$ cat src/rtl/fifo_buffer_param.sv
// -----------------------------------------------------------------------------
// fifo_buffer_param
// Single-clock synchronous FIFO with storage, pointers and status in one block.
// - Any depth from 2 to 1024. Pointers wrap by an explicit compare against
//   DEPTH-1, so depths that are not a power of 2 work.
// - Registered read port with one clock of latency. rd_valid marks each new
//   word on rd_data.
// - Occupancy count, plus full/empty/almost flags decoded from the count.
// - A write and a read can both be accepted in the same cycle, even when the
//   FIFO is full.
// Optional feature: define FIFO_ERR_STICKY_EN to enable the sticky
// overflow/underflow flags. Without it both flags are tied low and err_clr
// is ignored. The ports exist in both builds.
// -----------------------------------------------------------------------------
module fifo_buffer_param #(
    parameter  int DATA_WIDTH = 8,
    parameter  int DEPTH      = 12,
    parameter  int AF_LEVEL   = DEPTH - 2,
    parameter  int AE_LEVEL   = 2,
    localparam int AW         = $clog2(DEPTH)
) (
    input  logic                  clk,
    input  logic                  reset,
    input  logic                  wr_en,
    input  logic [DATA_WIDTH-1:0] wr_data,
    input  logic                  rd_en,
    output logic [DATA_WIDTH-1:0] rd_data,
    output logic                  rd_valid,
    output logic [AW:0]           count,
    output logic                  empty,
    output logic                  full,
    output logic                  almost_empty,
    output logic                  almost_full,
    input  logic                  err_clr,
    output logic                  overflow,
    output logic                  underflow
);

    // Constants sized to the pointer and count widths, so every compare and
    // increment below is width-exact.
    localparam logic [AW-1:0] LAST_PTR  = (AW)'(DEPTH - 1);
    localparam logic [AW-1:0] PTR_ONE   = (AW)'(1);
    localparam logic [AW:0]   CNT_ONE   = (AW + 1)'(1);
    localparam logic [AW:0]   DEPTH_CNT = (AW + 1)'(DEPTH);
    localparam logic [AW:0]   AF_CNT    = (AW + 1)'(AF_LEVEL);
    localparam logic [AW:0]   AE_CNT    = (AW + 1)'(AE_LEVEL);

    // Storage. It is not reset: a word is only read after it has been written.
    logic [DATA_WIDTH-1:0] mem [DEPTH];

    // Stage p0: pointer and occupancy state.
    logic [AW-1:0] wptr_p0;
    logic [AW-1:0] rptr_p0;
    logic [AW:0]   cnt_p0;

    // Stage p1: registered read word and its valid.
    logic [DATA_WIDTH-1:0] rd_data_p1;
    logic                  vld_p1;

    // Handshake decisions. Both are taken from the state before the edge.
    logic wr_acc;
    logic rd_acc;

    // Advance a pointer. It wraps at DEPTH-1 rather than at 2^AW.
    function automatic logic [AW-1:0] ptr_next(input logic [AW-1:0] p);
        return (p == LAST_PTR) ? '0 : p + PTR_ONE;
    endfunction

    // Next occupancy. Accepting both a write and a read leaves it unchanged.
    function automatic logic [AW:0] cnt_next(input logic [AW:0] c,
                                             input logic       w,
                                             input logic       r);
        logic [AW:0] n;
        n = c;
        if (w && !r) begin
            n = c + CNT_ONE;
        end else if (r && !w) begin
            n = c - CNT_ONE;
        end
        return n;
    endfunction

    // Status flags decode straight from the registered count. Each flag
    // depends on the count register alone.
    assign empty        = (cnt_p0 == '0);
    assign full         = (cnt_p0 == DEPTH_CNT);
    assign almost_empty = (cnt_p0 <= AE_CNT);
    assign almost_full  = (cnt_p0 >= AF_CNT);
    assign count        = cnt_p0;

    // A read is taken whenever data is present. When the FIFO is full, a write
    // is taken only if a read frees a slot on the same edge.
    assign rd_acc = rd_en && !empty;
    assign wr_acc = wr_en && (!full || rd_acc);

    // Write port. When full with both accepted, wptr equals rptr, and the
    // read below still samples the old word before this edge updates the slot.
    always_ff @(posedge clk) begin
        if (wr_acc) begin
            mem[wptr_p0] <= wr_data;
        end
    end

    // Pointer and count state. Reset empties the FIFO at once.
    always_ff @(posedge clk or negedge reset) begin
        if (!reset) begin
            wptr_p0 <= '0;
            rptr_p0 <= '0;
            cnt_p0  <= '0;
        end else begin
            if (wr_acc) begin
                wptr_p0 <= ptr_next(wptr_p0);
            end
            if (rd_acc) begin
                rptr_p0 <= ptr_next(rptr_p0);
            end
            cnt_p0 <= cnt_next(cnt_p0, wr_acc, rd_acc);
        end
    end

    // Stage p1: registered read data. rd_data holds its value when no read
    // is accepted.
    always_ff @(posedge clk or negedge reset) begin
        if (!reset) begin
            rd_data_p1 <= '0;
            vld_p1     <= 1'b0;
        end else begin
            vld_p1 <= rd_acc;
            if (rd_acc) begin
                rd_data_p1 <= mem[rptr_p0];
            end
        end
    end

    assign rd_data  = rd_data_p1;
    assign rd_valid = vld_p1;

`ifdef FIFO_ERR_STICKY_EN
    logic ovf_q;
    logic unf_q;

    // Sticky error flags. If a clear and a new error arrive in the same
    // cycle, the clear wins.
    always_ff @(posedge clk or negedge reset) begin
        if (!reset) begin
            ovf_q <= 1'b0;
            unf_q <= 1'b0;
        end else if (err_clr) begin
            ovf_q <= 1'b0;
            unf_q <= 1'b0;
        end else begin
            if (wr_en && !wr_acc) begin
                ovf_q <= 1'b1;
            end
            if (rd_en && empty) begin
                unf_q <= 1'b1;
            end
        end
    end

    assign overflow  = ovf_q;
    assign underflow = unf_q;
`else
    // Error tracking is compiled out. err_clr has no effect in this build.
    logic unused_err_clr;
    assign unused_err_clr = err_clr;
    assign overflow       = 1'b0;
    assign underflow      = 1'b0;
`endif

`ifndef SYNTHESIS
    // Simulation-only checks: occupancy stays in range and full/empty are
    // never asserted together.
    a_cnt_bound : assert property (@(posedge clk) disable iff (!reset)
                                   cnt_p0 <= DEPTH_CNT);
    a_flag_excl : assert property (@(posedge clk) disable iff (!reset)
                                   !(empty && full));
`endif

endmodule
$ cat config.mk
export PLATFORM = sky130hd
export DESIGN_NAME = fifo_buffer_param
export DESIGN_NICKNAME = d
export VERILOG_FILES = /design/src/rtl/fifo_buffer_param.sv
export SDC_FILE = /design/constraint.sdc
export NUM_CORES = 1
export LEC_CHECK = 0
export BUFFER_PORTS_ARGS = -buffer_cell sky130_fd_sc_hd__buf_2
export CAP_MARGIN = 5
export CORE_MARGIN = 3
export CORE_UTILIZATION = 45
export DETAILED_ROUTE_END_ITERATION = 8
export PLACE_DENSITY = 0.74
export SLEW_MARGIN = 15
export SYNTH_ARGS = -nofsm -noshare
export SYNTH_HDL_FRONTEND = slang
export SYNTH_SLANG_ARGS = --single-unit
export TNS_END_PERCENT = 20
$ cat constraint.sdc
create_clock -name clk -period 3.7 [get_ports clk]
set_clock_uncertainty 0.2 [all_clocks]
set_input_delay 0.185 -clock clk [delete_from_list [all_inputs] [get_ports clk]]
set_output_delay 0.185 -clock clk [all_outputs]
set_load 0.005 [all_outputs]
# Yosys cells after proc, flatten, opt, wreduce, memory -nomap -nowiden
# Memory sizes are Yosys's and may differ from the RTL's. A register that Yosys moved wholly into a read port is not among the register bits.
# Index checks and enable logic that the tools add are counted.
# classes
magnitude_cmp	2
n_reduce_logical	12
n_eq_ne	3
mux	6
n_addsub	4
# ops
operator	n
2-to-1 mux 5 bit	2
adder 4 x 1 -> 4 bit, second input constant	2
equality test 4 bit, second input constant	2
2-to-1 mux 4 bit	2
adder 5 x 1 -> 5 bit, second input constant	1
equality test 5 x 4 -> 1 bit, second input constant	1
greater-or-equal comparator 5 x 4 -> 1 bit, second input constant	1
<= comparator 5 x 2 -> 1 bit, second input constant	1
logical NOT 1 bit	5
logical NOT 5 bit	1
subtractor 5 x 1 -> 5 bit, second input constant	1
logical AND 1 bit	4
2-to-1 mux 1 bit	2
nonzero test 2 bit	1
logical OR 1 bit	1
# word_totals
input_bits	13
wordCells	32
out_inout_bits	20
register_bits	14
ram_bits	96
mem_count	1
# memory_table
name	words	word_bits	read_ports	rd_ports_with_merged_regs	write_ports	line	rtl
mem	12	8	1	1	1	49	logic [DATA_WIDTH-1:0] mem [DEPTH];

# Logic depth before layout (Yosys ltp)
# Gate-level depths: netlist (run 1).
# logic_depth
ltp_word	9
depth_mapped	10

# Least setup slack after synthesis (run 1)
# OpenSTA, ideal clock, no wires.
# synth_timing
path_kind	register to register
from	register cnt_p0[1], in the netlist count[1]
to	register cnt_p0[4], in the netlist count[4]
path_stages_with_launch	10
setup_ps	136
arrival_ps	2717
setup_slack_ps	647
path_cell_list	dfrtp_1 or3_4 o31a_1 clkbuf_1 ha_1 inv_1 ha_1 a21o_1 a2111oi_0 o31ai_1
# synth_between
elab_chain_cells	8
elab_cells_between_ends	16
cone_classes	2 x add/sub; 1 x eq/ne; 2 x mux; 11 x reduce/logical
# synth_lines
element	line	rtl
from (decl)	54	logic [AW:0] cnt_p0;
from (signal assigned)	117	cnt_p0 <= cnt_next(cnt_p0, wr_acc, rd_acc);
logical NOT 5 bit	85	assign empty = (cnt_p0 == '0);
logical NOT 1 bit	93	assign rd_acc = rd_en && !empty;
logical AND 1 bit	93	
logical OR 1 bit (*)	94	assign wr_acc = wr_en && (!full || rd_acc);
logical AND 1 bit (*)	94	
named net wr_acc	61	logic wr_acc;
logical NOT 1 bit	77	end else if (r && !w) begin
logical AND 1 bit	77	
nonzero test 2 bit (no source line)	--	
# Mark *: on every way through the listed nets, which the timed path passes. The rest lies on a longest branch. The select of a mux whose other input is x is not followed.
# A chain may end at the register's enable or synchronous reset.

# Worst setup path after layout (run 1)
# layout_timing
from	register cnt_p0[4], in the netlist count[4]
to	register cnt_p0[4], in the netlist count[4]
# layout_between
elab_chain_cells	8
elab_cells_between_ends	16
cone_classes	2 x add/sub; 1 x eq/ne; 2 x mux; 11 x reduce/logical
# layout_lines
element
parallel branches: the longest is 8 deep, another holds subtractor 5 x 1 -> 5 bit
# Parallel ways; which one is timed is not known. The select of a mux whose other input is x is not followed.

==> results of run 1 <==
==> layer usage <==
| metal | global-route usage [%] | part of all wire [%] |
|---|---|---|
| met4 | 6.420 | 1.6 |
| met5 | 0 | 0 |
| met3 | 5.533 | 7.0 |
| met1 | 22.24 | 40 |
| met2 | 28.34 | 51 |
==> through the flow <==
step	cells	utilization (%)	hold slack (ns)	power, W
4_1_cts	472	56.25	0.008648	0.004882
5_1_grt	472	56.25	0.04140	0.005098
6_report	472	56.25	0.01185	0.004837
3_5_place_dp	430	49.22	0.002822	0.003097
3_3_place_gp	430	49.22	-0.005085	0.003053
2_1_floorplan	278	-	-0.3106	0.002751
==> Yosys cell counts <==
master     number
edfxtp_1       96
mux4_2         24
nand2_1        24
dfrtp_1        22
and3_1         12
o21ai_0        10
ha_1            9
mux2i_1         9
o211ai_1        8
o21a_1          8
clkbuf_1        6
buf_4           5
inv_1           4
nor2_1          4
nor3_1          4
a21o_1          3
a21oi_1         3
mux2_2          3
a2111oi_0       2
buf_2           2
nand2b_1        2
xnor2_1         2
a22o_1          1
buf_1           1
buf_6           1
conb_1          1
fa_1            1
inv_2           1
nand3_1         1
nor2b_1         1
o311a_4         1
o311ai_0        1
o31a_1          1
o31ai_1         1
o31ai_4         1
or3_4           1
xor2_1          1
==> cell type report <==
cell class,count,area (um2)
Fill cell,824,4577
Sequential cell,118,3433
Multi-Input combinational cell,140,1368
Clock buffer,19,431.7
Timing Repair Buffer,41,260.3
Clock inverter,13,203.9
Tap cell,136,170.2
Inverter,5,18.77
==> kinds of logic (layout without fill, tap and decap cells) <==
kind of cell,count (synthesis),count (layout)
DFF,118,118
and+or+nand+nor,49,49
AOI/OAI and AO/OA,40,40
muxes,36,36
buffers and inverters,20,78
adders and majority gates,10,10
xor gates and xnor gates,3,3
other,1,2
==> state kept, by name (all words and copies together), names as in the netlist <==
register and count:
rd_valid 1, rptr_p0 4, mem 96, rd_data 8
wptr_p0 4, count 5
==> power breakdown <==
group          internal (W)  leakage, nW  total [W]  switching, W
Clock               0.00118        0.302    0.00175      0.000575
Sequential          0.00166         1.13    0.00192      0.000261
Combinational      0.000612        0.702    0.00116      0.000551
==> repair_timing <==
| item | CTS | global route |
|---|---|---|
| endpoints found under the hold margin | 122 | 0 |
| hold buffers | 10 | 0 |
| setup endpoints to repair | 0 | 0 |
==> worst max path at each step <==
stage	startpoint	endpoint	slack, ns	cells past startpoint
final	count[4]	count[4]	0.25	8
after detailed placement	count[1]	count[4]	0.46	8
after floorplan	count[1]	count[4]	0.65	9
after global routing	count[1]	count[4]	0.09	8
after CTS	count[1]	count[4]	0.29	8
after global placement	count[1]	count[4]	0.58	8
==> worst reg2reg max path, stage by stage, from the launching register on <==
cell	delay [ns]
dfrtp_1	0.45
or3_4	0.46
o31a_1	0.44
ha_1	0.30
inv_1	0.20
ha_1	0.31
a21o_1	0.22
a2111oi_0	0.54
o31ai_1	0.18
==> layout by cell type, fill, tap and decap left out, types with 2 or more instances in the layout <==
cell type and instances:
a21oi_1 3, clkbuf_8 2, clkbuf_16 16, nand2b_1 2, nor2_1 4, conb_1 2
mux2i_1 9, and3_1 12, nand2_1 24, buf_4 2, o21a_1 8, dfrtp_1 22
ha_1 9, dlygate4sd3_1 10, xnor2_1 2, bufinv_16 5, a21o_1 3, nor3_1 4
clkinvlp_4 3, mux4_2 24, buf_2 29, mux2_2 3, clkinv_2 2, inv_1 4
o21ai_0 10, o211ai_1 8, edfxtp_1 96, a2111oi_0 2
==> results by group, run 1 <==
Detailed routing
  – Via Count: 2639
  – Drt drc: 0
  – 1st-iter DRT viols: roughly 260
  – Antenna Nets Post-Route: 0
  – Final WL: 9444 um
  – Post-DR wirelength/cell: 20.01 um
  – DRT Pass-1 Iters: 4
  – DR vias/cell: 5.591

Timing
  – Slew Viols, Final: 0
  – Final Hold Viols: 0
  – Worst Max-Slew Pin Slew: approximately 1.0 ns
  – Sum of negative setup slack: 0 ns
  – Fmax: 290.2 MHz
  – Finish-stage setup viols: 0
  – RSZ-0062 raised after global routing: no
  – Slew margin rel.: 33.13%
  – Final min period: 3.446 ns
  – Min setup slack post-route: 0.2543 ns
  – Fin crit share: 93.13%

Clock tree
  – Clk Latency, worst-skew pair: 0.51 ns
  – Clk sink count: 118
  – CTS root buffer: clkbuf_8
  – Post_cts resized: 0
  – TritonCTS buffer count: 17
  – Postcts setup bufs: 0
  – CTS H-Tree Depth: 4
  – CTS tree: yes
  – CTS max path bufs: 2
  – Clk slew on worst S/H paths: 0.06 ns

Critical path
  – Setup crit end kind: flop
  – Reg2reg path depth: 8
  – Slowest library cell on the worst path: a2111oi_0
  – Crit-path most repeated cell: ha_1
  – Crit-path max FO: 15
  – Critical path class: flop to flop
  – Top delay family on crit path: compound AO/OA/AOI/OAI gates
  – Worst setup SP type: flop
  – R2r setup slk: ~0.25 ns
  – Crit path cell chain: or3_4 -> o31a_1 -> ha_1 -> inv_1 -> ha_1 -> a21o_1 -> a2111oi_0 -> o31ai_1
  – CP peak stage delay: 0.54 ns
  – Data arrival time of the critical path: between 3 and 4 ns
  – CP Buf/Inv Count: 1
  – Data required time at the worst endpoint: 3.86 ns
  – R2r endpoint: count[4]
  – RR Startpoint: count[4]

Global route
  – Largest net degree at the start of global routing: 23
  – Vias in the first global route: between 2k and 3k
  – Global-route wire length before repair: 15080 um
  – Initial antenna violation count: 0
  – Grt ovf: 0
  – Total GRT Usage: between 10% and 20%

Place
  – Port Buf Inserts: 29
  – Dpl ws: 0.4606 ns
  – DP Wirelength: 5568 um
  – GPL Wtd Cong: roughly 0.77
  – Placed Area: about 5100 um2

Synth
  – Yosys reg bits: 118
  – Adder-Cell Fraction of Synth Area: 2.706%
  – Multiplexer share of the synthesized area: a little over an eighth
  – Simple-gate portion of the synthesized area: 4.800%
  – Synth top area share: approximately three fifths
  – YS warnings: 0
  – Fraction of synthesized cell area in xor and xnor cells: 0.5361%
  – Synth area leaders: edfxtp_1 (59%), dfrtp_1 (11%), mux4_2 (11%)
  – Avg Cell Area, Syn: 17.69 um2
  – Cell taking the most area after synthesis: edfxtp_1
  – Dominant combinational cell family by area after synthesis: multiplexers
  – Post-synth cell types: 37
  – Post-synthesis sequential area ratio: 70.05%
  – Post-synthesis compound-gate area fraction: 6.153%
  – Cells after Synth: between 200 and 300
  – Mapped cell area: 4901 um2

Floorplan
  – Row Count: 37
  – Io pins: 33
  – Initial Util: 46.84%
  – Die Wd: 110.4 um
  – Core area: 10460 um2
  – Die ar.: 12180 um2
  – DIE HEIGHT: 110.4 um

Final layout
  – Area Growth Syn to Fin: 20.09%
  – ANT cells: 0
  – Post-route cell area: between 5000 and 6000 um2
  – Nets: roughly 350
  – Share of layout cells above drive strength 1: 27.38%

Pwr
  – Worst VDD drop: 0.5455 mV
  – Pwr per Cell Area: between 800 and 900 nW/um2
  – Static Leak: 2.131 nW

Status
  – Status: finished clean

Min path
  – Hold WC Path Type: input port to asynchronous set/reset pin

Run
  – Max Cap Viol: 0
(Power assumes the default switching activity.)
==> inputs of run 2 (changes only) <==
==> constraint.sdc (replaced) <==
create_clock -name clk -period 3.7 [get_ports clk]
set_clock_uncertainty 0.2 [all_clocks]
set_input_delay 0.74 -clock clk [delete_from_list [all_inputs] [get_ports clk]]
set_output_delay 0.74 -clock clk [all_outputs]
set_load 0.005 [all_outputs]
==> results by group, run 2 (synthesized netlist as in run 1, its figures left out) <==
Run
  – Max Cap Viol: 0 (unchanged)

Floorplan
  – Core area: 10460 um2 (unchanged)
  – Die Wd: 110.4 um (unchanged)
  – Row Count: 37 (unchanged)
  – DIE HEIGHT: 110.4 um (unchanged)
  – Io pins: 33 (unchanged)
  – Die ar.: 12180 um2 (unchanged)
  – Initial Util: 46.84% (unchanged)

Detailed routing
  – Drt drc: 0 (unchanged)
  – DRT Pass-1 Iters: 4 (unchanged)
  – Antenna Nets Post-Route: 0 (unchanged)
  – Final WL: 8963 um (-5.1%)
  – 1st-iter DRT viols: 186 (-28%)
  – DR vias/cell: 5.545 (-0.82%)
  – Post-DR wirelength/cell: 19.40 um (-3.0%)
  – Via Count: 2562 (-2.9%)

Critical path
  – Crit-path most repeated cell: ha_1
  – Crit path cell chain: or3_4 -> o31a_1 -> ha_1 -> inv_1 -> ha_1 -> a21o_1 -> a2111oi_0 -> o31ai_1
  – Crit-path max FO: 15 (unchanged)
  – CP peak stage delay: 0.46 ns (-0.08 ns)
  – Critical path class: flop to flop
  – Reg2reg path depth: 8 (unchanged)
  – Slowest library cell on the worst path: or3_4
  – Data arrival time of the critical path: 3.41 ns (-0.20 ns)
  – Data required time at the worst endpoint: 3.88 ns (+0.02 ns)
  – Worst setup SP type: flop
  – Setup crit end kind: flop

Pwr
  – Sw frac: 29.02% (+0.36 points)
  – Pwr per Cell Area: 807.6 nW/um2 (-1.7%)
  – Clk pwr share: 33.8% (-2.4 points)
  – Static Leak: 2.061 nW (-3.3%)
  – Net Sw Power: 0.001343 W (-3.2%)
  – Pint: 0.003283 W (-4.8%)
  – Seq pwr share: 41.5% (+1.8 points)
  – Worst VDD drop: 0.4405 mV (-19%)
  – Gate power share: 24.7% (+0.7 points)

Place
  – Placed Area: 5150 um2 (unchanged)
  – Port Buf Inserts: 29 (unchanged)
  – DP Wirelength: 5387 um (-3.3%)
  – GPL Wtd Cong: 0.7373 (-4.8%)

Timing
  – Fmax: 310.0 MHz (+6.8%)
  – Final min period: 3.226 ns (-0.2202 ns)
  – RSZ-0062 raised after global routing: no
  – Sum of negative setup slack: 0 ns (unchanged)
  – Slew margin rel.: 34.97% (+1.8 points)
  – Hold slack: 0.01213 ns (+0.0002753 ns)
  – Fin crit share: 87.18% (-6.0 points)
  – Slew Viols, Final: 0 (unchanged)
  – Final Hold Viols: 0 (unchanged)
  – Finish-stage setup viols: 0 (unchanged)
  – Worst Max-Slew Pin Slew: 0.9754 ns (-0.02770 ns)

Final layout
  – Largest Register: mem
  – Post-route cell area: 5728 um2 (-2.7%)
  – Nets: 336 (-2.9%)
  – ANT cells: 0 (unchanged)
  – Area Growth Syn to Fin: 16.88%
  – Most frequent cells in the layout: edfxtp_1 (96), buf_2 (29), nand2_1 (24), mux4_2 (24), dfrtp_1 (22)
  – Commonest non-fill, non-tap cell in the layout: edfxtp_1
  – Share of layout cells above drive strength 1: 27.61% (+0.23 points)
  – Largest register FFs: 96 (unchanged)

Clock tree
  – CTS root buffer: clkbuf_8
  – Post_cts resized: 0 (unchanged)
  – Clk Latency, worst-skew pair: 0.51 ns (about the same)
  – CTS Hold Buffers Added: 0 (-10)
  – Clk slew on worst S/H paths: 0.06 ns (about the same)
  – CTS tree: yes
  – CTS max path bufs: 2 (unchanged)
  – Clk sink count: 118 (unchanged)
  – TritonCTS buffer count: 17 (unchanged)
  – Postcts setup bufs: 0 (unchanged)
  – CTS H-Tree Depth: 4 (unchanged)

Global route
  – Vias in the first global route: 2657 (-3.0%)
  – Largest net degree at the start of global routing: 23 (unchanged)
  – Initial antenna violation count: 0 (unchanged)
  – Global-route wire length before repair: 14480 um (-4.0%)
  – Total GRT Usage: 16.76% (-0.73 points)
  – Grt ovf: 0 (unchanged)

Status
  – Status: finished clean

Min path
  – Hold WC Path Type: input port to asynchronous set/reset pin
run 2: cell types whose count changed in the layout (fill, tap and decap cells not counted), sizes merged:
cell and change:
dlygate4sd3 -10, clkinv +4, bufinv -2, clkbuf -1, inv -1
run 2: worst paths after layout:
check | slack, ns | startpoint | end
worst min register to register | 0.29 | rd_data[5] | rd_data[5]
worst min-delay path | 0.01 | reset | rd_data[6]
worst max-delay path | 0.47 | count[4] | count[4]
max in group asynchronous | 2.91 | reset | wptr_p0[2]
min in group clk | 0.29 | rd_data[5] | rd_data[5]
worst max register to register | 0.47 | count[4] | count[4]
run 2: worst max-delay path: cells and delay by family, from the launching register on:
kind | cells | cell delay [ns]
flops | 1 | 0.44
fa+ha+maj | 2 | 0.60
compound gates | 4 | 1.21
buf+inv | 1 | 0.18
simple gates | 1 | 0.46
run 2: routing by layer:
layer	global-route usage, %	share of wire [%]	vias up
met4	7.916	2.1	0
met1	21.48	43	1297
met5	0	0	-
met3	4.193	4.5	21
li1	-	-	1171
met2	26.95	51	73
run 2: metrics by stage:
stage | instances | util, % | setup WS (ns) | power, W
after CTS | 462 | 54.75 | 0.4673 | 0.004680
final | 462 | 54.75 | 0.4745 | 0.004626
after global placement | 430 | 49.22 | 0.5409 | 0.003055
after global routing | 462 | 54.75 | 0.2441 | 0.004895
after floorplan | 278 | - | 0.6466 | 0.002751
after detailed placement | 430 | 49.22 | 0.4978 | 0.003090
run 2: final cells by class:
class,count,area (um2)
Timing Repair Buffer,31,160.2
Clock buffer,18,417.9
Sequential cell,118,3433
Clock inverter,14,160.2
Multi-Input combinational cell,140,1368
Tap cell,136,170.2
Inverter,5,18.77
Fill cell,829,4735
run 2: power by group through the flow:
stage | Clock [W] | Combinational, W | Sequential (W)
after floorplan | 0 | 0.000942 | 0.00181
after CTS | 0.00160 | 0.00116 | 0.00192
after global routing | 0.00167 | 0.00127 | 0.00196
after detailed placement | 0 | 0.00115 | 0.00194
after global placement | 0 | 0.00113 | 0.00193
final | 0.00156 | 0.00114 | 0.00192
==> inputs of run 3 (changes only) <==
clock period = 3.5 ns   (was 3.7 ns; I/O delays follow)
==> results by group, run 3 (synthesized netlist as in run 1, its figures left out) <==
Critical path
  – Critical path class: flop to flop
  – CP Buf/Inv Count: 1 (unchanged)
  – Setup crit end kind: flop
  – Crit path depth: 8 (unchanged)
  – Data arrival time of the critical path: 3.33 ns (-0.08 ns)
  – Crit path cell chain: or3_4 -> o31ai_4 -> ha_1 -> inv_1 -> fa_1 -> a21o_1 -> a2111oi_0 -> o31ai_1
  – Reg2reg path depth: 8 (unchanged)
  – Data required time at the worst endpoint: 3.67 ns (-0.21 ns)
  – Worst setup SP type: flop
  – Crit-path max FO: 7 (-8)
  – Slowest library cell on the worst path: or3_4
  – CP peak stage delay: 0.45 ns (about the same)
  – Top delay family on crit path: compound AO/OA/AOI/OAI gates

Final layout
  – Filler instances: 826 (-0.36%)
  – Nets: 339 (+0.89%)
  – ANT cells: 0 (unchanged)
  – Area Growth Syn to Fin: 18.08%
  – Most frequent cells in the layout: edfxtp_1 (96), buf_2 (29), nand2_1 (24), mux4_2 (24), dfrtp_1 (22)
  – Largest Register: mem
  – Post-route cell area: 5787 um2 (+1.0%)
  – Share of layout cells above drive strength 1: 28.27% (+0.66 points)
  – Commonest non-fill, non-tap cell in the layout: edfxtp_1
  – Largest register FFs: 96 (unchanged)

Detailed routing
  – DR vias/cell: 5.449 (-1.7%)
  – Via Count: 2534 (-1.1%)
  – 1st-iter DRT viols: 168 (-9.7%)
  – Post-DR wirelength/cell: 19.52 um (+0.64%)
  – Final WL: 9079 um (+1.3%)
  – Drt drc: 0 (unchanged)
  – Antenna Nets Post-Route: 0 (unchanged)
  – DRT Pass-1 Iters: 4 (unchanged)

Timing
  – Slew margin rel.: 33.82% (-1.1 points)
  – Fmax: 317.2 MHz (+2.3%)
  – Final Hold Viols: 0 (unchanged)
  – Sum of negative setup slack: 0 ns (unchanged)
  – Fin crit share: 90.07% (+2.9 points)
  – Finish-stage setup viols: 0 (unchanged)
  – RSZ-0062 raised after global routing: no
  – Final min period: 3.153 ns (-0.07292 ns)
  – Worst Max-Slew Pin Slew: 0.9926 ns (+0.01724 ns)
  – Slew Viols, Final: 0 (unchanged)

Global route
  – Total GRT Usage: 16.88% (+0.12 points)
  – Vias in the first global route: 2696 (+1.5%)
  – Global-route wire length before repair: 14460 um (-0.15%)
  – Initial antenna violation count: 0 (unchanged)
  – Largest net degree at the start of global routing: 23 (unchanged)
  – Grt ovf: 0 (unchanged)

Min path
  – Hold WC Path Type: flop to flop
  – Hold Path Cell Cnt: 1

Floorplan
  – Die ar.: 12180 um2 (unchanged)
  – Initial Util: 46.84% (unchanged)
  – Core area: 10460 um2 (unchanged)
  – Row Count: 37 (unchanged)
  – Io pins: 33 (unchanged)
  – DIE HEIGHT: 110.4 um (unchanged)
  – Die Wd: 110.4 um (unchanged)

Status
  – Status: finished clean

Run
  – Max Cap Viol: 0 (unchanged)

Clock tree
  – CTS Hold Buffers Added: 1 (+1)
  – Postcts setup bufs: 0 (unchanged)
  – TritonCTS buffer count: 17 (unchanged)
  – CTS root buffer: clkbuf_8
  – CTS max path bufs: 2 (unchanged)
  – Post_cts resized: 0 (unchanged)
  – Clk sink count: 118 (unchanged)
  – CTS H-Tree Depth: 4 (unchanged)
  – Clk Latency, worst-skew pair: 0.51 ns (about the same)
  – Clk slew on worst S/H paths: 0.05 ns (about the same)
  – CTS tree: yes

Place
  – Placed Area: 5165 um2 (+0.29%)
  – GPL Wtd Cong: 0.7157 (-2.9%)
  – DP Wirelength: 5526 um (+2.6%)
  – Port Buf Inserts: 29 (unchanged)

Pwr
  – Worst VDD drop: 0.4247 mV (-3.6%)
  – Pwr per Cell Area: 867.5 nW/um2 (+7.4%)
  – Static Leak: 2.099 nW (+1.8%)
==> run 3: worst paths after layout <==
path / slack (ns) / start / to
min in group asynchronous: 0.51 / reset / rd_data[6]
worst min-delay path: 0.29 / rd_data[7] / rd_data[7]
worst max register to register: 0.35 / count[4] / count[4]
worst max-delay path: 0.35 / count[4] / count[4]
worst min register to register: 0.29 / rd_data[7] / rd_data[7]
max in group asynchronous: 2.21 / reset / count[4]
==> run 3: final cells by class <==
class                      instances  area [um2]  share of cell area (%)
multi-input combinational        140        1368                   23.63
clock buffer                      20       435.4                   7.524
tap                              136       170.2                   2.941
timing repair buffer              34       185.2                   3.200
sequential                       118        3433                   59.33
clock inverter                    12       176.4                   3.049
inverter                           5       18.77                  0.3243
==> run 3: routing by layer <==
layer  wire length (um)  track usage (%)  vias up
li1                   -                -     1173
met1               3698            21.15     1265
met2               4742            27.43       84
met3                457            4.485       12
met4                180            8.091        0
met5                  0                0        -
==> run 3: metrics by stage <==
stage / power (W) / worst slack [ns] / cells / utilization [%] / hold slack [ns]
4_1_cts: 0.005086 / 0.3378 / 465 / 55.31 / 0.2911
5_1_grt: 0.005306 / 0.1420 / 465 / 55.31 / 0.3105
3_5_place_dp: 0.003287 / 0.3523 / 432 / 49.37 / 0.2785
3_3_place_gp: 0.003238 / 0.4070 / 432 / 49.37 / 0.2685
2_1_floorplan: 0.002908 / 0.4466 / 278 / - / 0.2044
6_report: 0.005020 / 0.3474 / 465 / 55.31 / 0.2881
==> run 3: power breakdown <==
part / switching (W) / internal [W] / leakage [nW]
clock network: 0.000588 / 0.00118 / 0.297
registers: 0.000291 / 0.00176 / 1.13
logic: 0.000558 / 0.000651 / 0.674
total: 0.00144 / 0.00358 / 2.10
